### config.mk
export PLATFORM = sky130hd
export DESIGN_NAME = gate_sequencer
export DESIGN_NICKNAME = d
export VERILOG_FILES = /design/src/rtl/gate_pkg.sv /design/src/rtl/gate_debounce.sv /design/src/rtl/gate_sequencer.sv
export SDC_FILE = /design/constraint.sdc
export NUM_CORES = 1
export LEC_CHECK = 0
export CAP_MARGIN = 10
export CORE_MARGIN = 2
export CORE_UTILIZATION = 50
export CTS_BUF_LIST = sky130_fd_sc_hd__clkbuf_2 sky130_fd_sc_hd__clkbuf_4 sky130_fd_sc_hd__clkbuf_8
export DETAILED_ROUTE_END_ITERATION = 12
export GPL_TIMING_DRIVEN = 0
export PLACE_DENSITY = 0.7
export RECOVER_POWER = 50
export SYNTH_ARGS = -nofsm -noshare
export SYNTH_HDL_FRONTEND = slang
export SYNTH_HIERARCHICAL = 1
export SYNTH_SLANG_ARGS = --single-unit
### constraint.sdc
create_clock -name i_clk -period 3.17 [get_ports i_clk]
set_clock_uncertainty 0.15 [all_clocks]
set_input_delay 0.634 -clock i_clk [delete_from_list [all_inputs] [get_ports i_clk]]
set_output_delay 0.634 -clock i_clk [all_outputs]
set_load 0.05 [all_outputs]
### src/rtl/gate_pkg.sv
// Shared operation codes and gate evaluation for the gate sequencer.
package gate_pkg;

    typedef enum logic [2:0] {
        OP_AND  = 3'd0,
        OP_NAND = 3'd1,
        OP_OR   = 3'd2,
        OP_NOR  = 3'd3,
        OP_XOR  = 3'd4,
        OP_NOT  = 3'd5
    } op_e;

    localparam int unsigned OP_COUNT = 6;

    // Codes 6-7 are unreachable; they evaluate to 0 so a corrupted register stays dark.
    function automatic logic gate_eval(input logic [2:0] op, input logic a, input logic b);
        logic res;
        case (op)
            OP_AND:  res = a & b;
            OP_NAND: res = ~(a & b);
            OP_OR:   res = a | b;
            OP_NOR:  res = ~(a | b);
            OP_XOR:  res = a ^ b;
            OP_NOT:  res = ~a;
            default: res = 1'b0;
        endcase
        return res;
    endfunction

    function automatic logic [2:0] next_op(input logic [2:0] op);
        return (op >= 3'(OP_COUNT - 1)) ? 3'(OP_AND) : op + 3'd1;
    endfunction

endpackage

### src/rtl/gate_debounce.sv
// Step-button conditioning: 2-flop synchroniser, debounce counter and a one-cycle
// pulse on each accepted rising edge.
module gate_debounce
    import gate_pkg::*;
#(
    parameter int unsigned DEBOUNCE_CYCLES = 1_000_000
) (
    input  logic i_clk,
    input  logic i_rst_n,
    input  logic i_btn,
    output logic o_step
);

    localparam int unsigned CntW = $clog2(DEBOUNCE_CYCLES);
    localparam logic [CntW-1:0] CntMax = CntW'(DEBOUNCE_CYCLES - 1);

    logic            sync0_q, sync1_q;
    logic [1:0]      fill_q;
    logic            level_q, level_d;
    logic [CntW-1:0] cnt_q, cnt_d;
    logic            armed_q, armed_d;
    logic            step_q, step_d;

    always_comb begin
        level_d = level_q;
        cnt_d   = '0;
        step_d  = 1'b0;
        // Only arm once a genuinely released button has been seen after reset, so a
        // button held through reset release never produces a step.
        armed_d = armed_q | (fill_q[1] & ~sync1_q);
        if (sync1_q != level_q) begin
            if (cnt_q == CntMax) begin
                level_d = sync1_q;
                step_d  = sync1_q & armed_q;
            end else begin
                cnt_d = cnt_q + 1'b1;
            end
        end
    end

    always_ff @(posedge i_clk or negedge i_rst_n) begin
        if (!i_rst_n) begin
            sync0_q <= 1'b0;
            sync1_q <= 1'b0;
            fill_q  <= 2'b00;
            level_q <= 1'b0;
            cnt_q   <= '0;
            armed_q <= 1'b0;
            step_q  <= 1'b0;
        end else begin
            sync0_q <= i_btn;
            sync1_q <= sync0_q;
            fill_q  <= {fill_q[0], 1'b1};
            level_q <= level_d;
            cnt_q   <= cnt_d;
            armed_q <= armed_d;
            step_q  <= step_d;
        end
    end

    assign o_step = step_q;

endmodule

### src/rtl/gate_sequencer.sv
// Gate sequencer top: steps through six gate operations on debounced button presses.
// Optional auto-scan timer enabled by defining GATE_SEQ_AUTOSCAN_EN.
module gate_sequencer
    import gate_pkg::*;
#(
    parameter int unsigned DEBOUNCE_CYCLES = 1_000_000,
    parameter int unsigned SCAN_CYCLES     = 100_000_000
) (
    input  logic       i_clk,
    input  logic       i_rst_n,
    input  logic       i_switch_0,
    input  logic       i_switch_1,
    input  logic       i_btn_step,
    input  logic       i_auto,
    output logic [2:0] o_op_sel,
    output logic [5:0] o_op_onehot,
    output logic       o_result
);

    logic       a_s0_q, a_s1_q, b_s0_q, b_s1_q;
    logic       btn_step;
    logic       advance;
    logic [2:0] op_q, op_d;
    logic [5:0] onehot_q, onehot_d;
    logic       result_q, result_d;

    gate_debounce #(
        .DEBOUNCE_CYCLES(DEBOUNCE_CYCLES)
    ) u_debounce (
        .i_clk  (i_clk),
        .i_rst_n(i_rst_n),
        .i_btn  (i_btn_step),
        .o_step (btn_step)
    );

`ifdef GATE_SEQ_AUTOSCAN_EN
    localparam int unsigned ScanW = $clog2(SCAN_CYCLES);
    localparam logic [ScanW-1:0] ScanMax = ScanW'(SCAN_CYCLES - 1);

    logic             auto_s0_q, auto_s1_q;
    logic [ScanW-1:0] scan_q, scan_d;
    logic             scan_tick;

    // A button step restarts the period so scan ticks stay evenly spaced after a press.
    always_comb begin
        scan_tick = auto_s1_q && (scan_q == ScanMax);
        if (!auto_s1_q || btn_step || scan_tick) begin
            scan_d = '0;
        end else begin
            scan_d = scan_q + 1'b1;
        end
    end

    always_ff @(posedge i_clk or negedge i_rst_n) begin
        if (!i_rst_n) begin
            auto_s0_q <= 1'b0;
            auto_s1_q <= 1'b0;
            scan_q    <= '0;
        end else begin
            auto_s0_q <= i_auto;
            auto_s1_q <= auto_s0_q;
            scan_q    <= scan_d;
        end
    end

    assign advance = btn_step | scan_tick;
`else
    logic unused_auto;
    assign unused_auto = i_auto ^ SCAN_CYCLES[0];
    assign advance     = btn_step;
`endif

    // Outputs decode the next-state op so LEDs and op_sel change on the same edge.
    always_comb begin
        op_d     = advance ? next_op(op_q) : op_q;
        onehot_d = 6'b000001 << op_d;
        result_d = gate_eval(op_d, a_s1_q, b_s1_q);
    end

    always_ff @(posedge i_clk or negedge i_rst_n) begin
        if (!i_rst_n) begin
            a_s0_q   <= 1'b0;
            a_s1_q   <= 1'b0;
            b_s0_q   <= 1'b0;
            b_s1_q   <= 1'b0;
            op_q     <= 3'(OP_AND);
            onehot_q <= 6'b000001;
            result_q <= 1'b0;
        end else begin
            a_s0_q   <= i_switch_0;
            a_s1_q   <= a_s0_q;
            b_s0_q   <= i_switch_1;
            b_s1_q   <= b_s0_q;
            op_q     <= op_d;
            onehot_q <= onehot_d;
            result_q <= result_d;
        end
    end

    assign o_op_sel    = op_q;
    assign o_op_onehot = onehot_q;
    assign o_result    = result_q;

endmodule

==> impl_metrics.ini, run 1 <==
[finish]
drive_above_1_share_pct = 12.2
area_growth_pct = 14.5
fillers = 312
fin_area_sq_um = 2210
antenna_cells = 0
nets = 215

[die]
die_area_sq_um = 4380
start_util_pct = 52.4
core_area_sq_um = 3690
die_w_um = 66.2
io_pins = 16
fp.dieH_um = 66.2
rows = 22

[detailed_routing]
firstDrtPassIters = 4
vias = 1421
drt_iter0_drc = 83
routed_wl_um = 3630
drc = 0
wl_per_cell_um = 14.3
ant_nets = 0
viasPerCell = 5.62

[setup_path]
rr_worst_depth = 5
slowest_stage = clkdlybuf4s50_1
end_kind = primary output
worstPathArrival_ns = 1.70
cp_cell_sequence = clkdlybuf4s50_1
slowest_delay_ns = 0.89
worstSetupPathType = flip-flop to primary output
required_ns = 2.39
critical_path_depth = 1
crit_family = buffers and inverters
cp_num_buf_inv = 1
start_kind = flip-flop
worstPathMaxFanout = 9

[clock_network]
htree_levels = 2
clk_path_buf_depth = 2
cts_tree = built
cts-resized-gates = 0
path_clk_slew_ns = 0.08
cts_setup_buffers = 0
numCtsBuffers = 5
hold_buffers = 0
clockRootBuffer = clkbuf_8
clkSinkCount = 41
insertion_delay_ns = 0.29

[power_and_ir_drop]
leakage_uw = 0.000983
ir_drop_uv = 358
powerDensity_nw_per_um2 = 406

[status]
outcome = finished, violations left
violations = max-capacitance violations, max-slew violations

[placed_design]
place_congestion = 0.814
dp_hpwl_um = 2540
io_buffers = 14
placed_cell_area_sq_um = 2130

[synthesis]
syn_area_sq_um = 1930
synth_nets = 194
ys_warn_count = 6
ys_seq_area_share_pct = 53.2
async_flop_share_pct = 100
syn_inst = 183
synth_top_flop_cell = dfrtp_1
synth-edff-count = 0
avgSynthCellArea_sq_um = 10.6
synth_seq_cells = 41
yosysUniqueCellTypes = 45

[sta]
fmax_ghz = 0.403
setup_violations = 0
fin_crit_ns = 2.48
whs_ns = 0.202
setup_tns_ns = 0
relSlewSlack_pct = -40.7
final_max_slew_viol_count = 42
post-route-period-util_pct = 78.2
tightest_slew_ns = 2.11
rsz0062_at_grt = no
hold_violations = 0

[global_routing]
grt.total_usage_pct = 19.1
grt_pass1_vias = 1389
grt_pass1_wl_um = 6270
antenna_found_initial = 0
grt_max_degree = 42
grt_overflow_total = 0

[worst_hold_path]
holdCritPathClass = flip-flop to flip-flop
holdPathStages = 0

[job]
maxCapViolations = 1
cell usage after synthesis, types with 4 or more instances:
cell type | number | area [sq um]
a21oi_1 | 9 | 45.0
and3_1 | 4 | 25.0
buf_2 | 5 | 25.0
dfrtp_1 | 40 | 1000
ha_1 | 5 | 62.6
inv_1 | 5 | 18.8
nand2_1 | 14 | 52.6
nand2b_1 | 4 | 25.0
nand3_1 | 8 | 40.0
nor2_1 | 20 | 75.1
o21ai_0 | 7 | 35.0
or3_1 | 6 | 37.5
xnor2_1 | 4 | 35.0
xor2_1 | 9 | 78.8
power by group:
| part | switching (uW) | internal, uW |
|---|---|---|
| Clock | 175 | 152 |
| Sequential | 5.44 | 532 |
| Combinational | 23.4 | 11.2 |
| Total | 203 | 695 |
registers in the layout, indices dropped and copies added, names as in the netlist, 2 cells and up:
register           flops
o_op_sel               3
u_debounce/cnt_q      20
o_op_onehot            6
u_debounce/fill_q      2
layout make-up:
| cell class | count | area, sq um | area share (%) |
|---|---|---|---|
| timing repair buffer | 14 | 134 | 6.05 |
| tap | 48 | 60.1 | 2.71 |
| sequential | 41 | 1030 | 46.4 |
| clock buffer | 5 | 68.8 | 3.11 |
| multi-input combinational | 131 | 853 | 38.6 |
| buffer | 6 | 32.5 | 1.47 |
| inverter | 5 | 18.8 | 0.848 |
| clock inverter | 3 | 17.5 | 0.792 |
cell usage in the layout (no fill, tap or decap), types with 3 or more instances in the layout:
cell type,instances
a21oi_1,9
and3_1,4
and4_1,3
buf_2,5
clkbuf_8,5
clkdlybuf4s50_1,10
dfrtp_1,40
dlygate4sd3_1,3
ha_1,5
inv_1,5
nand2_1,14
nand2b_1,4
nand3_1,8
nor2_1,20
nor4b_1,3
o21ai_0,7
o31ai_1,3
or3_1,6
xnor2_1,4
xor2_1,9
final timing paths:
check                           slack, ns              endpoint            startpoint
worst max register to register       0.92   u_debounce/cnt_q[7]  u_debounce/cnt_q[12]
worst min-delay path                 0.20  u_debounce/fill_q[1]  u_debounce/fill_q[0]
max in group asynchronous            0.87   u_debounce/cnt_q[0]               i_rst_n
worst max-delay path                 0.69           o_op_sel[0]           o_op_sel[0]
min in group asynchronous            0.80        o_op_onehot[2]               i_rst_n
worst min register to register       0.20  u_debounce/fill_q[1]  u_debounce/fill_q[0]
per-stage QoR:
step	total power (uW)	cells	utilization, %	worst slack (ns)
2_1_floorplan	561	183	-	1.03
3_3_place_gp	581	245	57.8	0.373
3_5_place_dp	582	245	57.7	0.979
4_1_cts	913	253	60.0	0.695
5_1_grt	942	253	60.0	0.441
6_report	898	253	60.0	0.690
logic make-up after synthesis:
kind of cell	after synthesis	synth area share, %
AO/OA/AOI/OAI	32	11.5
multiplexers	1	0.777
other	1	0.194
XOR/XNOR	13	5.89
AND/OR/NAND/NOR	79	22.5
flip-flops	41	53.2
buffers and inverters	11	2.66
adder cells (fa/ha/maj)	5	3.24
routing by layer:
metal  global-route usage [%]  up-vias  part of all wire [%]
met1                     25.0      712                    47
li1                         -      683                     -
met3                     4.60        2                   3.3
met2                     31.3       24                    49
met4                     6.12        0                  0.63
met5                        0        -                     0
(Power assumes the default switching activity.)
==> inputs of run 2 (changes only) <==
==> constraint.sdc (replaced) <==
create_clock -name i_clk -period 2.5 [get_ports i_clk]
set_clock_uncertainty 0.15 [all_clocks]
set_input_delay 0.5 -clock i_clk [delete_from_list [all_inputs] [get_ports i_clk]]
set_output_delay 0.5 -clock i_clk [all_outputs]
set_load 0.05 [all_outputs]
==> run 2 against run 1 <==
Compared with the run above:
- the run now ends clean
- flip-flop and latch count stayed put
- clock power is 27% higher
- register-to-register slack worse by 0.67 ns
- setup slack worse by 0.54 ns
- combinational power is 27% higher
- wire length hardly changed
==> impl_metrics.ini, run 2 (same netlist as run 1, synthesis figures left out) <==
[status]
outcome = complete, no violations

[finish]
fillers = 311
regMostFlops = u_debounce/cnt_q
final_cell_mix = dfrtp_1, nor2_1, nand2_1
final_common_cell = dfrtp_1
antenna_cells = 0
largest_reg_flops = 20
seq_area_sq_um = 1030
multiInputGateArea_sq_um = 853
drive_above_1_share_pct = 12.7
area_growth_pct = 14.6
nets = 215

[detailed_routing]
drt_iter0_drc = 83
drc = 0
wl_per_cell_um = 14.3
viasPerCell = 5.62
firstDrtPassIters = 4
ant_nets = 0
vias = 1421
routed_wl_um = 3630

[die]
rows = 22
die_area_sq_um = 4380
fp.dieH_um = 66.2
start_util_pct = 52.4
io_pins = 16
die_w_um = 66.2
core_area_sq_um = 3690

[sta]
setup_violations = 0
final_max_slew_viol_count = 0
fin_crit_ns = 2.35
post-route-period-util_pct = 93.8
whs_ns = 0.202
rsz0062_at_grt = no
fmax_ghz = 0.426
relSlewSlack_pct = 34.2
tightest_slew_ns = 0.987
hold_violations = 0

[global_routing]
met2_usage_pct = 31.3
gr-max-usage-layer = met2
grt_pass1_vias = 1389
grt.total_usage_pct = 19.1
grt_overflow_total = 0
met1_usage_pct = 25.0
antenna_found_initial = 0
grt_max_degree = 42
grt_pass1_wl_um = 6270
use_met3_pct = 4.60

[placed_design]
dp_hpwl_um = 2540
place_congestion = 0.814
io_buffers = 14

[setup_path]
worstPathArrival_ns = 1.70
end_kind = primary output
cp_cell_sequence = clkdlybuf4s50_1
slowest_delay_ns = 0.89
startpoint = o_op_sel[0]
worstPathMaxFanout = 9
start_kind = flip-flop
required_ns = 1.85
crit_family = buffers and inverters
cp_num_buf_inv = 1
worstSetupPathType = flip-flop to primary output
timing.rr.start = u_debounce/cnt_q[12]
slowest_stage = clkdlybuf4s50_1

[worst_hold_path]
holdCritPathClass = flip-flop to flip-flop
hold_path.startpoint = u_debounce/fill_q[0]

[power_and_ir_drop]
ir_drop_uv = 454
p_total_uw = 1140
leakage_uw = 0.000986
powerDensity_nw_per_um2 = 514

[clock_network]
hold_buffers = 0
clkSinkCount = 41
cts_tree = built
numCtsBuffers = 5
insertion_delay_ns = 0.29
path_clk_slew_ns = 0.08
htree_levels = 2
clk_path_buf_depth = 2
clockRootBuffer = clkbuf_8
cts_setup_buffers = 0
cts-resized-gates = 0

[job]
maxCapViolations = 0
run 2: area by class of cell:
class | count | share of cell area (%)
clock inverter | 3 | 0.791
inverter | 5 | 0.848
multi-input combinational | 131 | 38.6
clock buffer | 5 | 3.11
timing repair buffer | 14 | 6.11
sequential | 41 | 46.4
buffer | 6 | 1.47
tap | 48 | 2.71
run 2: stage by stage:
stage / setup TNS, ns / util [%] / area (sq um) / instances / setup WS (ns)
6_report: 0 / 60.0 / 2210 / 253 / 0.154
5_1_grt: 0 / 60.0 / 2210 / 253 / 0.103
4_1_cts: 0 / 60.0 / 2210 / 253 / 0.159
3_5_place_dp: 0 / 57.7 / 2130 / 245 / 0.309
3_3_place_gp: -6.44 / 57.8 / 2130 / 245 / -0.163
2_1_floorplan: 0 / - / 1930 / 183 / 0.363
run 2: path summary, 6_finish.rpt:
| path | endpoint | slack [ns] | cells past startpoint |
|---|---|---|---|
| max | o_op_sel[0] | 0.15 | 1 |
| max in group asynchronous | u_debounce/cnt_q[0] | 1.38 | 1 |
| min in group asynchronous | o_op_onehot[2] | 0.21 | 1 |
| min reg2reg | u_debounce/fill_q[1] | 0.20 | 0 |
| min | u_debounce/fill_q[1] | 0.20 | 0 |
| max reg2reg | u_debounce/cnt_q[7] | 0.25 | 5 |
run 2: power breakdown:
group | leakage [uW] | internal (uW) | total [uW] | switching (uW)
registers | 0.000542 | 674 | 681 | 6.89
logic | 0.000400 | 14.5 | 44.1 | 29.7
clock network | 0.0000439 | 193 | 414 | 221
run 2: per-layer routing:
layer	vias up	share of wire [%]
met5	-	0
met4	0	0.63
met3	2	3.3
met2	24	49
met1	712	47
li1	683	-
